File: config.mk
export PLATFORM = sky130hd
export DESIGN_NAME = lc3b_fetch_stage
export DESIGN_NICKNAME = d
export VERILOG_FILES = /design/src/rtl/lc3b_fetch_stage_pkg.sv /design/src/rtl/lc3b_fetch_stage_fifo.sv /design/src/rtl/lc3b_fetch_stage.sv
export SDC_FILE = /design/constraint.sdc
export NUM_CORES = 1
export LEC_CHECK = 0
export BUFFER_PORTS_ARGS = -buffer_cell sky130_fd_sc_hd__clkbuf_2
export CORE_UTILIZATION = 60
export CTS_CLUSTER_SIZE = 40
export DETAILED_ROUTE_END_ITERATION = 16
export HOLD_SLACK_MARGIN = 0.08
export PLACE_DENSITY = 0.85
export REMOVE_ABC_BUFFERS = 1
export SYNTH_ARGS = -nofsm -noshare
export SYNTH_HDL_FRONTEND = slang
export SYNTH_SLANG_ARGS = --single-unit
File: constraint.sdc
create_clock -name clk -period 5.2 [get_ports clk]
set_clock_uncertainty 0.05 [all_clocks]
set_input_delay 0.52 -clock clk [delete_from_list [all_inputs] [get_ports clk]]
set_output_delay 0.52 -clock clk [all_outputs]
set_load 0.03 [all_outputs]
File: src/rtl/lc3b_fetch_stage_pkg.sv
// Shared types and constants for the LC-3b instruction fetch stage.
package lc3b_fetch_stage_pkg;

  typedef logic [15:0] lc3b_word;

  typedef enum logic [1:0] {
    fetch_req     = 2'd0,
    fetch_hold    = 2'd1,
    fetch_discard = 2'd2
  } lc3b_fetch_state;

  localparam lc3b_word LC3B_RESET_PC = 16'h0000;
  localparam lc3b_word LC3B_PC_STEP  = 16'h0002;

  // Next sequential word address; wraps naturally at 16 bits.
  function automatic lc3b_word pc_plus2(input lc3b_word pc);
    return pc + LC3B_PC_STEP;
  endfunction

  // Force a word address onto an even byte boundary.
  function automatic lc3b_word word_align(input lc3b_word pc);
    return pc & 16'hFFFE;
  endfunction

endpackage

File: src/rtl/lc3b_fetch_stage_fifo.sv
// Small circular buffer of fetched {pc, instr} pairs between I-cache and decode.
module lc3b_fetch_fifo
  import lc3b_fetch_stage_pkg::*;
#(
  parameter int DEPTH = 2,
  parameter int CW    = $clog2(DEPTH) + 1
) (
  input  logic           clk,
  input  logic           rst_n,
  input  logic           push,
  input  logic           pop,
  input  logic           flush,
  input  lc3b_word       push_pc,
  input  lc3b_word       push_instr,
  output lc3b_word       head_pc,
  output lc3b_word       head_instr,
  output logic [CW-1:0]  count
);

  localparam int AW = $clog2(DEPTH);

  logic [AW-1:0] wr_ptr_q, wr_ptr_d;
  logic [AW-1:0] rd_ptr_q, rd_ptr_d;
  logic [CW-1:0] count_q, count_d;
  lc3b_word      pc_q    [DEPTH];
  lc3b_word      pc_d    [DEPTH];
  lc3b_word      instr_q [DEPTH];
  lc3b_word      instr_d [DEPTH];

  // Next-state for pointers, occupancy and storage; flush wins over push/pop.
  always_comb begin
    wr_ptr_d = wr_ptr_q;
    rd_ptr_d = rd_ptr_q;
    count_d  = count_q;
    pc_d     = pc_q;
    instr_d  = instr_q;
    if (flush) begin
      wr_ptr_d = '0;
      rd_ptr_d = '0;
      count_d  = '0;
    end else begin
      if (push) begin
        pc_d[wr_ptr_q]    = push_pc;
        instr_d[wr_ptr_q] = push_instr;
        wr_ptr_d          = wr_ptr_q + AW'(1);
      end else begin
        wr_ptr_d = wr_ptr_q;
      end
      if (pop) begin
        rd_ptr_d = rd_ptr_q + AW'(1);
      end else begin
        rd_ptr_d = rd_ptr_q;
      end
      case ({push, pop})
        2'b10:   count_d = count_q + CW'(1);
        2'b01:   count_d = count_q - CW'(1);
        default: count_d = count_q;
      endcase
    end
  end

  // Buffer state registers.
  always_ff @(posedge clk or negedge rst_n) begin
    if (!rst_n) begin
      wr_ptr_q <= '0;
      rd_ptr_q <= '0;
      count_q  <= '0;
      for (int i = 0; i < DEPTH; i++) begin
        pc_q[i]    <= 16'h0000;
        instr_q[i] <= 16'h0000;
      end
    end else begin
      wr_ptr_q <= wr_ptr_d;
      rd_ptr_q <= rd_ptr_d;
      count_q  <= count_d;
      pc_q     <= pc_d;
      instr_q  <= instr_d;
    end
  end

  assign head_pc    = pc_q[rd_ptr_q];
  assign head_instr = instr_q[rd_ptr_q];
  assign count      = count_q;

endmodule

File: src/rtl/lc3b_fetch_stage.sv
// LC-3b fetch stage: fetch PC, I-cache request FSM, fetch buffer and IF/ID handshake.
module lc3b_fetch_stage
  import lc3b_fetch_stage_pkg::*;
#(
  parameter lc3b_word RESET_PC = LC3B_RESET_PC,
  parameter int       DEPTH    = 2
) (
  input  logic     clk,
  input  logic     rst_n,
  output logic     imem_read,
  output lc3b_word imem_address,
  input  lc3b_word imem_rdata,
  input  logic     imem_resp,
  input  logic     redirect_valid,
  input  lc3b_word redirect_pc,
  output logic     if_valid,
  input  logic     if_ready,
  output lc3b_word if_instr,
  output lc3b_word if_pc,
  output lc3b_word if_pc_plus2
);

  localparam int CW = $clog2(DEPTH) + 1;

  lc3b_fetch_state state_q, state_d;
  lc3b_word        fetch_pc_q, fetch_pc_d;
  lc3b_word        imem_address_q, imem_address_d;
  logic            imem_read_q, imem_read_d;

  logic            push_s;
  logic            pop_s;
  logic            nonempty_s;
  logic [CW-1:0]   count_s;
  lc3b_word        head_pc_s;
  lc3b_word        head_instr_s;
  lc3b_word        target_pc_s;

  assign target_pc_s = word_align(redirect_pc);
  assign nonempty_s  = (count_s != CW'(0));
  assign if_valid    = nonempty_s & ~redirect_valid;
  assign pop_s       = if_valid & if_ready;

  lc3b_fetch_fifo #(.DEPTH(DEPTH), .CW(CW)) u_fifo (
    .clk        (clk),
    .rst_n      (rst_n),
    .push       (push_s),
    .pop        (pop_s),
    .flush      (redirect_valid),
    .push_pc    (fetch_pc_q),
    .push_instr (imem_rdata),
    .head_pc    (head_pc_s),
    .head_instr (head_instr_s),
    .count      (count_s)
  );

  // Fetch FSM next state, fetch PC update and buffer push decision.
  always_comb begin
    state_d    = state_q;
    fetch_pc_d = fetch_pc_q;
    push_s     = 1'b0;
    case (state_q)
      fetch_req: begin
        if (redirect_valid) begin
          fetch_pc_d = target_pc_s;
          // An in-flight request cannot be withdrawn, so its data must be dropped.
          state_d    = imem_resp ? fetch_req : fetch_discard;
        end else if (imem_resp) begin
          push_s     = 1'b1;
          fetch_pc_d = pc_plus2(fetch_pc_q);
          // A simultaneous pop frees the slot this push would otherwise fill.
          if (pop_s || ((count_s + CW'(1)) < CW'(DEPTH))) begin
            state_d = fetch_req;
          end else begin
            state_d = fetch_hold;
          end
        end else begin
          state_d = fetch_req;
        end
      end
      fetch_hold: begin
        if (redirect_valid) begin
          fetch_pc_d = target_pc_s;
          state_d    = fetch_req;
        end else if (pop_s) begin
          state_d = fetch_req;
        end else begin
          state_d = fetch_hold;
        end
      end
      fetch_discard: begin
        if (redirect_valid) begin
          fetch_pc_d = target_pc_s;
        end else begin
          fetch_pc_d = fetch_pc_q;
        end
        if (imem_resp) begin
          state_d = fetch_req;
        end else begin
          state_d = fetch_discard;
        end
      end
      default: begin
        state_d    = fetch_req;
        fetch_pc_d = fetch_pc_q;
      end
    endcase
  end

  // Registered I-cache request: address is frozen while a stale request drains.
  always_comb begin
    imem_read_d = (state_d != fetch_hold);
    if (state_d == fetch_discard) begin
      imem_address_d = imem_address_q;
    end else begin
      imem_address_d = fetch_pc_d;
    end
  end

  // FSM state, fetch PC and registered memory request outputs.
  always_ff @(posedge clk or negedge rst_n) begin
    if (!rst_n) begin
      state_q        <= fetch_req;
      fetch_pc_q     <= RESET_PC;
      imem_read_q    <= 1'b0;
      imem_address_q <= RESET_PC;
    end else begin
      state_q        <= state_d;
      fetch_pc_q     <= fetch_pc_d;
      imem_read_q    <= imem_read_d;
      imem_address_q <= imem_address_d;
    end
  end

  assign imem_read    = imem_read_q;
  assign imem_address = imem_address_q;
  assign if_instr     = nonempty_s ? head_instr_s : 16'h0000;
  assign if_pc        = nonempty_s ? head_pc_s : 16'h0000;
  assign if_pc_plus2  = nonempty_s ? pc_plus2(head_pc_s) : 16'h0000;

endmodule

==> impl_metrics.py, run 1 <==
metrics = {
    "outcome": {
        "status": "finished clean",
    },
    "critical_path": {
        "path_max_fanout": 27,
        "path_cells": "buf_4 -> nand3_1 -> a222oi_1 -> nand4_1 -> a21oi_1 -> clkbuf_2",
        "worst_setup_path_start_kind": "flop",
        "required_ps": 4630,
        "crit_arrival_ps": 3160,
        "slowest_stage": "dfrtp_2",
        "cpPeakStageDelay_ps": 780,
        "critPathKind": "reg2out",
        "end_kind": "output port",
        "r2r-start": "state_q[0]$_DFF_PN0_",
        "critical_path.startpoint": "u_fifo.rd_ptr_q$_DFFE_PN0P_",
    },
    "placed_design": {
        "gp_congestion": 0.8698,
        "dpl.cell_count": 744,
        "io_buffers": 101,
        "hpwlAfterDp_mm": 9.717,
    },
    "route": {
        "drt_wl_total_mm": 14.00,
        "drt-wirelength-per-cell_um": 18.42,
        "num_vias": 4666,
        "drt-pass1-iter-count": 5,
        "remaining_drc_errors": 0,
        "avgViaCountPerCell": 6.139,
        "drtIter0Drc": 410,
        "ant_nets": 0,
    },
    "hold_path": {
        "holdCritPathClass": "in2async",
    },
    "timing": {
        "hold_viol_final": 0,
        "rsz0062_at_grt": "no",
        "slew_headroom_pct": 33.61,
        "setup-tns-final_ps": 0,
        "tightest_slew_ps": 994.8,
        "min_period_over_period_pct": 71.81,
        "finalCriticalPeriod_ps": 3734,
        "report.final.setup_viol": 0,
        "slew_viol_final": 0,
        "fmax_mhz": 267.8,
    },
    "flow_run": {
        "cap_violations": 0,
    },
    "logic_synthesis": {
        "yosysTopAreaCell": "dfrtp_1",
        "synth_ff_type": "dfrtp_1",
        "synth_top_area_share_pct": 44.18,
        "synth-seq-cells": 103,
        "yosysWarnings": 0,
        "ys_seq_area_share_pct": 44.18,
        "synth.area.top_cells": "dfrtp_1, mux2_2, mux2i_1",
        "synthArstFlopShare_pct": 100.0,
        "syn_area_mm2": 0.005834,
        "synth.avg_cell_area_um2": 10.65,
        "syn_inst": 548,
        "synth-edff-count": 0,
        "synth_cell_type_count": 67,
    },
    "global_routing": {
        "track_usage_pct": 28.78,
        "antenna_found_initial": 0,
        "grt_pass1_wl_mm": 22.38,
        "grt_max_degree": 55,
        "grt.overflow.total": 0,
        "first_global_vias": 4494,
    },
    "pwr": {
        "leakage_nw": 2.923,
        "power_density_mw_per_mm2": 635.1,
        "ir_drop_mv": 0.3283,
    },
    "cts": {
        "insertion_delay_ps": 370,
        "clk_root_buffer_cell": "clkbuf_8",
        "clock_sinks": 103,
        "cts_resized": 0,
        "htreeDepth": 3,
        "cts-hold-fix-buffers": 0,
        "cts_setup_buffers": 0,
        "cts_tree": "yes",
        "clockBufferDepth": 2,
        "cts.clk_slew.worst_paths_ps": 100,
        "cts_inserted_buffers": 9,
    },
    "finish": {
        "nNetsFinal": 670,
        "diodes": 0,
        "drive_gt1_share_pct": 34.23,
        "layout.cells.non_filler": 760,
        "area_delta_synth_final_pct": 12.01,
    },
    "die": {
        "fp.coreArea_mm2": 0.009328,
        "initial_core_util_pct": 62.55,
        "io_pins": 103,
        "rows": 35,
        "die_h_um": 100.6,
        "die_w_um": 100.6,
        "die_area_mm2": 0.01012,
    },
}
[power by group]
part | internal, W | leakage [nW] | switching [W]
logic | 0.000797 | 1.56 | 0.00130
registers | 0.00117 | 1.26 | 0.000393
clock network | 0.000191 | 0.0985 | 0.000307
total | 0.00215 | 2.92 | 0.00200
[synth_stat cells, types with 4 or more instances]
cell	n
a21oi_1	20
a22oi_1	4
a311oi_1	4
a31oi_1	10
buf_1	4
buf_2	16
buf_4	7
clkbuf_1	9
dfrtp_1	103
ha_1	7
inv_1	13
mux2_2	79
mux2i_1	34
nand2_1	20
nand2b_1	8
nand3_1	18
nand3b_1	7
nand4_1	12
nor2_1	52
nor2b_1	15
nor3_1	7
nor4_1	5
o211ai_1	4
o21ai_0	11
o31ai_1	5
xor2_1	6
[cells by family after synthesis]
kind of cell | share of synthesized area [%]
XOR/XNOR | 1.201
multiplexers | 21.47
adder cells (fa/ha/maj) | 1.501
buffers and inverters | 4.568
AO/OA/AOI/OAI | 10.27
flip-flops | 44.18
AND/OR/NAND/NOR | 16.81
[sequential cells by signal, indices dropped and copies added, names as in the netlist]
name             cells
u_fifo.wr_ptr_q      1
imem_read            1
u_fifo.rd_ptr_q      1
imem_address        16
u_fifo.count         2
u_fifo.pc_q         32
state_q              2
fetch_pc_q          16
u_fifo.instr_q      32
[routing by layer]
layer  share of wire, %  global-route usage, %
met1                 43                  38.10
met2                 51                  49.00
met3                4.5                  3.259
met5                  0                      0
met4                2.0                  10.81
[per-stage QoR]
| stage | area (um^2) | utilization (%) | worst slack [ps] | hold slack [ps] | total power [W] |
|---|---|---|---|---|---|
| after floorplan | 5625 | - | 1479 | 174.4 | 0.003008 |
| after global placement | 6336 | 67.93 | 2027 | 433.5 | 0.003532 |
| after detailed placement | 6336 | 67.93 | 1923 | 444.9 | 0.003649 |
| after CTS | 6535 | 70.06 | 1496 | 116.7 | 0.004145 |
| after global routing | 6535 | 70.06 | 1172 | 156.1 | 0.004393 |
| final | 6535 | 70.06 | 1466 | 95.83 | 0.004151 |
[final cells by class]
type	count	area, um^2
timing repair buffer	106	545.5
fill	720	2793
inverter	14	57.56
multi-input combinational	392	2993
tap	129	161.4
clock buffer	9	123.9
clock inverter	7	75.07
sequential	103	2579
[path summary, 6_finish.rpt]
kind,to,slack (ps),depth (start not counted)
min,u_fifo.count[1]$_DFFE_PN0P_,100,1
max reg2reg,u_fifo.pc_q[11]$_DFFE_PN0P_,2170,4
min reg2reg,u_fifo.instr_q[19]$_DFFE_PN0P_,470,1
max,if_pc_plus2[12],1470,6
max in group asynchronous,u_fifo.wr_ptr_q$_DFFE_PN0P_,3840,2
min in group clk,u_fifo.instr_q[12]$_DFFE_PN0P_,320,2
[critical path: cells and delay by family, from the launching register on]
kind	cells	cell delay (ps)
AOI/OAI and AO/OA	2	940
DFF	1	780
buffers and inverters	2	700
and+or+nand+nor	2	360
[cell usage in the layout (no fill, tap or decap), types with 8 or more instances in the layout]
cell and n:
a21oi_1 20, a31oi_1 10, clkbuf_2 100, clkbuf_8 9, dfrtp_1 102, inv_1 13, mux2_2 79, mux2i_1 34
nand2_1 20, nand2b_1 8, nand3_1 18, nand4_1 12, nor2_1 52, nor2b_1 15, o21ai_0 11
No activity file was read; power rests on OpenSTA's default activity.
==> run 2: changes to the inputs <==
- CORE_UTILIZATION: 60 -> 51
- PLACE_DENSITY: 0.85 -> 0.77
- clock period: 5.2 -> 3.3 ns (I/O delays scaled with it)
==> impl_metrics.py, run 2 (same netlist as run 1, synthesis figures left out) <==
metrics = {
    "die": {
        "die_h_um": 109.0,
        "die_w_um": 109.0,
        "initial_core_util_pct": 53.12,
        "io_pins": 103,
        "fp.coreArea_mm2": 0.01098,
        "rows": 38,
        "die_area_mm2": 0.01187,
    },
    "global_routing": {
        "met2_usage_pct": 41.19,
        "grt.overflow.total": 0,
        "met1_usage_pct": 32.62,
        "grt_util_met3_pct": 2.929,
        "first_global_vias": 4577,
        "busiest_layer": "met2",
        "grt_max_degree": 58,
        "grt_pass1_wl_mm": 22.43,
        "antenna_found_initial": 0,
        "track_usage_pct": 24.78,
    },
    "finish": {
        "layout_common_cells": "dfrtp_1, clkbuf_2, mux2_2",
        "final_util_pct": 61.05,
        "n_fill_cell": 922,
        "layout.cells.non_filler": 777,
        "drive_gt1_share_pct": 34.54,
        "area_delta_synth_final_pct": 14.93,
        "nNetsFinal": 676,
        "diodes": 0,
        "layout_commonest_cell": "dfrtp_1",
        "reg_top3": "u_fifo.instr_q x32, u_fifo.pc_q x32",
    },
    "placed_design": {
        "dpl.cell_count": 760,
        "io_buffers": 101,
        "hpwlAfterDp_mm": 9.708,
        "gp_congestion": 0.9011,
    },
    "critical_path": {
        "cp_top_family": "flip-flops",
        "slowest_stage": "dfrtp_2",
        "end_kind": "output port",
        "path_max_fanout": 24,
        "required_ps": 2920,
        "crit_arrival_ps": 2720,
        "crit_path_frequent_cell": "mux2_2",
        "worst_setup_path_start_kind": "flop",
        "critPathKind": "reg2out",
        "path_cells": "mux2_2 -> ha_1 -> inv_1 -> a211oi_2 -> nand4_1 -> mux2_2 -> clkbuf_2",
        "cpPeakStageDelay_ps": 660,
        "worst-path-buf-inv": 2,
    },
    "pwr": {
        "power_density_mw_per_mm2": 1014,
        "ir_drop_mv": 0.5311,
        "leakage_nw": 3.004,
    },
    "timing": {
        "hold_viol_final": 0,
        "slew_headroom_pct": 39.97,
        "fmax_mhz": 322.6,
        "rsz0062_at_grt": "no",
        "finalCriticalPeriod_ps": 3100,
        "report.final.setup_viol": 0,
        "slew_viol_final": 0,
        "min_period_over_period_pct": 93.93,
        "tightest_slew_ps": 900.5,
    },
    "route": {
        "avgViaCountPerCell": 6.001,
        "remaining_drc_errors": 0,
        "ant_nets": 0,
        "drt_wl_total_mm": 13.84,
        "drt-wirelength-per-cell_um": 17.81,
        "num_vias": 4663,
        "drtIter0Drc": 371,
        "drt-pass1-iter-count": 5,
    },
    "cts": {
        "htreeDepth": 3,
        "clock_sinks": 103,
        "cts_inserted_buffers": 9,
        "insertion_delay_ps": 350,
        "cts_resized": 0,
        "cts_tree": "yes",
        "clockBufferDepth": 2,
        "cts.clk_slew.worst_paths_ps": 70,
        "clk_root_buffer_cell": "clkbuf_16",
    },
    "outcome": {
        "status": "finished clean",
    },
    "flow_run": {
        "cap_violations": 0,
    },
    "hold_path": {
        "holdCritPathClass": "in2reg",
    },
}
[run 2: cell types whose count changed in the layout (fill, tap and decap cells not counted), sizes merged]
| cell | delta |
|---|---|
| clkinvlp | -1 |
| bufinv | +1 |
| buf | +5 |
| inv | -1 |
| clkbuf | +1 |
| dlygate4sd3 | +1 |
[run 2: power breakdown]
group          switching [W]  internal, W  total (W)
clock               0.000471     0.000594    0.00106
sequential          0.000595      0.00184    0.00244
combinational        0.00203      0.00126    0.00330
[run 2: path summary, 6_finish.rpt]
| path | from | endpoint | slack [ps] | depth (start not counted) |
|---|---|---|---|---|
| min in group asynchronous | rst_n | imem_read$_DFF_PN0_ | 480 | 2 |
| max | u_fifo.rd_ptr_q$_DFFE_PN0P_ | if_pc_plus2[15] | 200 | 7 |
| min | imem_rdata[8] | u_fifo.instr_q[24]$_DFFE_PN0P_ | 170 | 2 |
| max in group asynchronous | rst_n | u_fifo.pc_q[14]$_DFFE_PN0P_ | 2010 | 3 |
| max reg2reg | state_q[0]$_DFF_PN0_ | imem_address[14]$_DFFE_PN0P_ | 1040 | 6 |
| min reg2reg | imem_address[9]$_DFFE_PN0P_ | imem_address[9]$_DFFE_PN0P_ | 450 | 1 |
[run 2: timing repair]
item / in CTS / in global routing
endpoints found under the hold margin: 46 / 0
setup endpoints to repair: 0 / 0
buffers inserted: 0 / 0
hold buffers: 1 / 0
[run 2: worst reg2reg max path, stage by stage, from the launching register on]
cell     delay [ps]
dfrtp_1         380
inv_1            80
ha_1            600
inv_1           260
o211a_1         260
mux2_2          280
o31ai_1         250
[run 2: metal layers]
metal / vias to the layer above / routed length [um] / part of all wire (%)
li1: 2177 / - / -
met1: 2317 / 5998 / 43
met2: 150 / 6765 / 49
met3: 19 / 791 / 5.7
met4: 0 / 283 / 2.0
met5: - / 0 / 0
[run 2: stage by stage]
stage | worst slack, ps | power, W | cell area (um^2) | hold WS (ps) | TNS (ps)
finish | 200.2 | 0.006801 | 6705 | 169.8 | 0
global route | 50.09 | 0.007248 | 6705 | 171.9 | 0
CTS | 204.3 | 0.006821 | 6705 | 164.4 | 0
detailed placement | 601.7 | 0.005734 | 6400 | 321.0 | 0
global placement | 671.9 | 0.005597 | 6400 | 312.9 | 0
floorplan | -231.3 | 0.004739 | 5625 | -15.59 | -581.5
[run 2: cell type report]
type	instances	area (um^2)	share of cell area (%)
well taps	140	175.2	2.612
clock inverters	6	66.31	0.9890
repair buffers	112	605.6	9.032
clock buffers	10	229.0	3.415
multi-input cells	392	2993	44.64
inverters	14	57.56	0.8584
flip-flops and latches	103	2579	38.46
==> run 3: changes to the inputs <==
- ABC_AREA: default -> 1
==> impl_metrics.py, run 3 <==
metrics = {
    "outcome": {
        "status": "finished clean",
    },
    "cts": {
        "clk_root_buffer_cell": "clkbuf_8",
        "insertion_delay_ps": 360,
        "cts_inserted_buffers": 9,
        "cts.clk_slew.worst_paths_ps": 100,
        "clock_sinks": 103,
        "cts_resized": 0,
        "clockBufferDepth": 2,
        "cts_tree": "yes",
        "htreeDepth": 3,
    },
    "finish": {
        "nNetsFinal": 909,
        "reg_top3": "u_fifo.instr_q x32, u_fifo.pc_q x32",
        "drive_gt1_share_pct": 16.78,
        "layout.cells.non_filler": 1010,
        "diodes": 0,
        "n_fill_cell": 1050,
        "layout_common_cells": "nand2_1, dfrtp_1, nor2_1",
        "area_delta_synth_final_pct": 13.40,
        "layout_commonest_cell": "nand2_1",
        "register_area_mm2": 0.002577,
        "multiInputGateArea_mm2": 0.002586,
    },
    "pwr": {
        "power_density_mw_per_mm2": 974.8,
        "leakage_nw": 3.365,
        "ir_drop_mv": 0.4426,
    },
    "route": {
        "num_vias": 5199,
        "avgViaCountPerCell": 5.148,
        "remaining_drc_errors": 0,
        "drtIter0Drc": 302,
        "drt_wl_total_mm": 13.09,
        "drt-wirelength-per-cell_um": 12.96,
        "ant_nets": 0,
        "drt-pass1-iter-count": 5,
    },
    "flow_run": {
        "cap_violations": 0,
    },
    "timing": {
        "finalCriticalPeriod_ps": 2893,
        "fmax_mhz": 345.7,
        "report.final.setup_viol": 0,
        "min_period_over_period_pct": 87.65,
        "tightest_slew_ps": 1140,
        "slew_viol_final": 0,
        "hold_viol_final": 0,
        "slew_headroom_pct": 24.01,
        "rsz0062_at_grt": "no",
        "setup-tns-final_ps": 0,
    },
    "critical_path": {
        "critPathKind": "reg2out",
        "crit_path_frequent_cell": "nand2_1",
        "worst-path-buf-inv": 3,
        "end_kind": "output port",
        "crit_arrival_ps": 2510,
        "worst_setup_path_start_kind": "flop",
        "cpPeakStageDelay_ps": 370,
        "path_max_fanout": 24,
        "required_ps": 2920,
        "path_cells": "buf_4 -> buf_4 -> o21ai_0 -> nor2_1 -> nand2_1 -> nor2_2 -> nand2_1 -> nor2_2 -> nand3_1 -> nand2_1 -> clkbuf_2",
        "slowest_stage": "dfrtp_1",
        "cp_top_family": "simple AND/OR/NAND/NOR gates",
    },
    "logic_synthesis": {
        "yosys-top-cells-count": "nand2_1, dfrtp_1, nor2_1",
        "synth.area.top_cells": "dfrtp_1, nand2_1, o21ai_0",
        "syn_inst": 780,
        "synthArstFlopShare_pct": 100.0,
        "synth-seq-cells": 103,
        "synth_top_area_share_pct": 45.57,
        "synth-edff-count": 0,
        "yosysWarnings": 0,
        "synth.avg_cell_area_um2": 7.252,
        "ys_seq_area_share_pct": 45.57,
        "yosysTopAreaCell": "dfrtp_1",
        "synth_ff_type": "dfrtp_1",
        "syn_area_mm2": 0.005657,
        "synth_cell_type_count": 38,
        "post-synth-top-count-cell": "nand2_1",
    },
    "die": {
        "io_pins": 103,
        "initial_core_util_pct": 52.18,
        "die_h_um": 107.3,
        "die_area_mm2": 0.01152,
        "rows": 38,
        "fp.coreArea_mm2": 0.01084,
        "die_w_um": 107.3,
    },
    "global_routing": {
        "grt.overflow.total": 0,
        "first_global_vias": 4810,
        "grt_pass1_wl_mm": 22.02,
        "antenna_found_initial": 0,
        "grt_max_degree": 66,
        "track_usage_pct": 24.01,
    },
    "placed_design": {
        "gp_congestion": 0.8842,
        "dpl.cell_count": 993,
        "hpwlAfterDp_mm": 9.137,
        "io_buffers": 101,
    },
    "hold_path": {
        "holdCritPathClass": "in2reg",
    },
}
-- run 3: changes by cell type after synthesis, sizes merged, moves of 7 or more --
cell    previous run  this run
o21ai             11       128
a31oi             10         1
mux2i             34         1
nand4             14         7
nor2b             16         0
nor2              53       105
mux2              81         0
nand2b             8         0
inv               13        79
nand2             21       232
nand3             19        37
nand3b             7         0
a21boi             0         9
buf               29        22
-- run 3: path summary, 6_finish.rpt --
check                                             from  slack [ps]  cells past startpoint                        endpoint
setup / recovery           u_fifo.rd_ptr_q$_DFFE_PN0P_         410                     11                 if_pc_plus2[15]
hold / removal                           imem_rdata[2]         150                      3  u_fifo.instr_q[18]$_DFFE_PN0P_
setup reg to reg                  state_q[1]$_DFF_PN0_         890                      9     imem_address[1]$_DFFE_PN0P_
hold reg to reg            imem_address[0]$_DFFE_PN0P_         430                      2     imem_address[0]$_DFFE_PN0P_
max in group asynchronous                        rst_n        1890                      3  u_fifo.instr_q[20]$_DFFE_PN0P_
min in group asynchronous                        rst_n         490                      2   u_fifo.instr_q[6]$_DFFE_PN0P_
-- run 3: cell families after synthesis --
kind of cell             count (synthesis)  synth area share, %
AO/OA/AOI/OAI                          160                15.20
buffers and inverters                  116                8.759
flip-flops                             103                45.57
adder cells (fa/ha/maj)                  7                1.548
multiplexers                             1               0.1770
XOR/XNOR                                 1               0.1549
AND/OR/NAND/NOR                        392                28.60
-- run 3: through the flow --
| stage | utilization [%] | setup slack, ps | instance area, um^2 | total power, W | hold slack, ps |
|---|---|---|---|---|---|
| after floorplan | - | 43.32 | 5460 | 0.004478 | -15.59 |
| after global placement | 57.32 | 847.3 | 6213 | 0.005425 | 376.4 |
| after detailed placement | 57.32 | 814.6 | 6213 | 0.005481 | 385.1 |
| after CTS | 59.18 | 402.7 | 6415 | 0.006281 | 135.5 |
| after global routing | 59.18 | 219.6 | 6415 | 0.006784 | 156.5 |
| final | 59.18 | 407.4 | 6415 | 0.006253 | 145.4 |
-- run 3: what timing repair did --
action | in CTS | in global routing
hold buffers | 1 | 0
setup buffers | 0 | 0
endpoints found under the hold margin | 55 | 0
-- run 3: per-layer routing --
| layer | GRT usage (%) | vias up | routed length (um) |
|---|---|---|---|
| met3 | 3.269 | 17 | 821 |
| met1 | 33.12 | 2363 | 6270 |
| met2 | 39.22 | 159 | 5830 |
| met5 | 0 | - | 0 |
| li1 | - | 2660 | - |
| met4 | 7.730 | 0 | 170 |
-- run 3: area by class of cell --
type                    instances  area share (%)
clock buffers                  13           2.321
clock inverters                 3          0.6632
inverters                      79           4.662
multi-input cells             561           40.32
flip-flops and latches        103           40.18
well taps                     140           2.731
repair buffers                111           9.128
-- run 3: where the power goes --
part	internal, W	switching (W)	leakage, nW
registers	0.00183	0.000330	1.29
logic	0.000937	0.00237	1.98
clock network	0.000372	0.000419	0.0936
-- run 3: worst reg2reg max path, cell delays in order, from the launching register on --
cell and delay, ps:
dfrtp_1 410, inv_1 100, ha_1 510, inv_1 270, o21bai_2 180, nand2_2 90
nor2_4 110, nand3_4 220, inv_4 240, o21ai_0 110
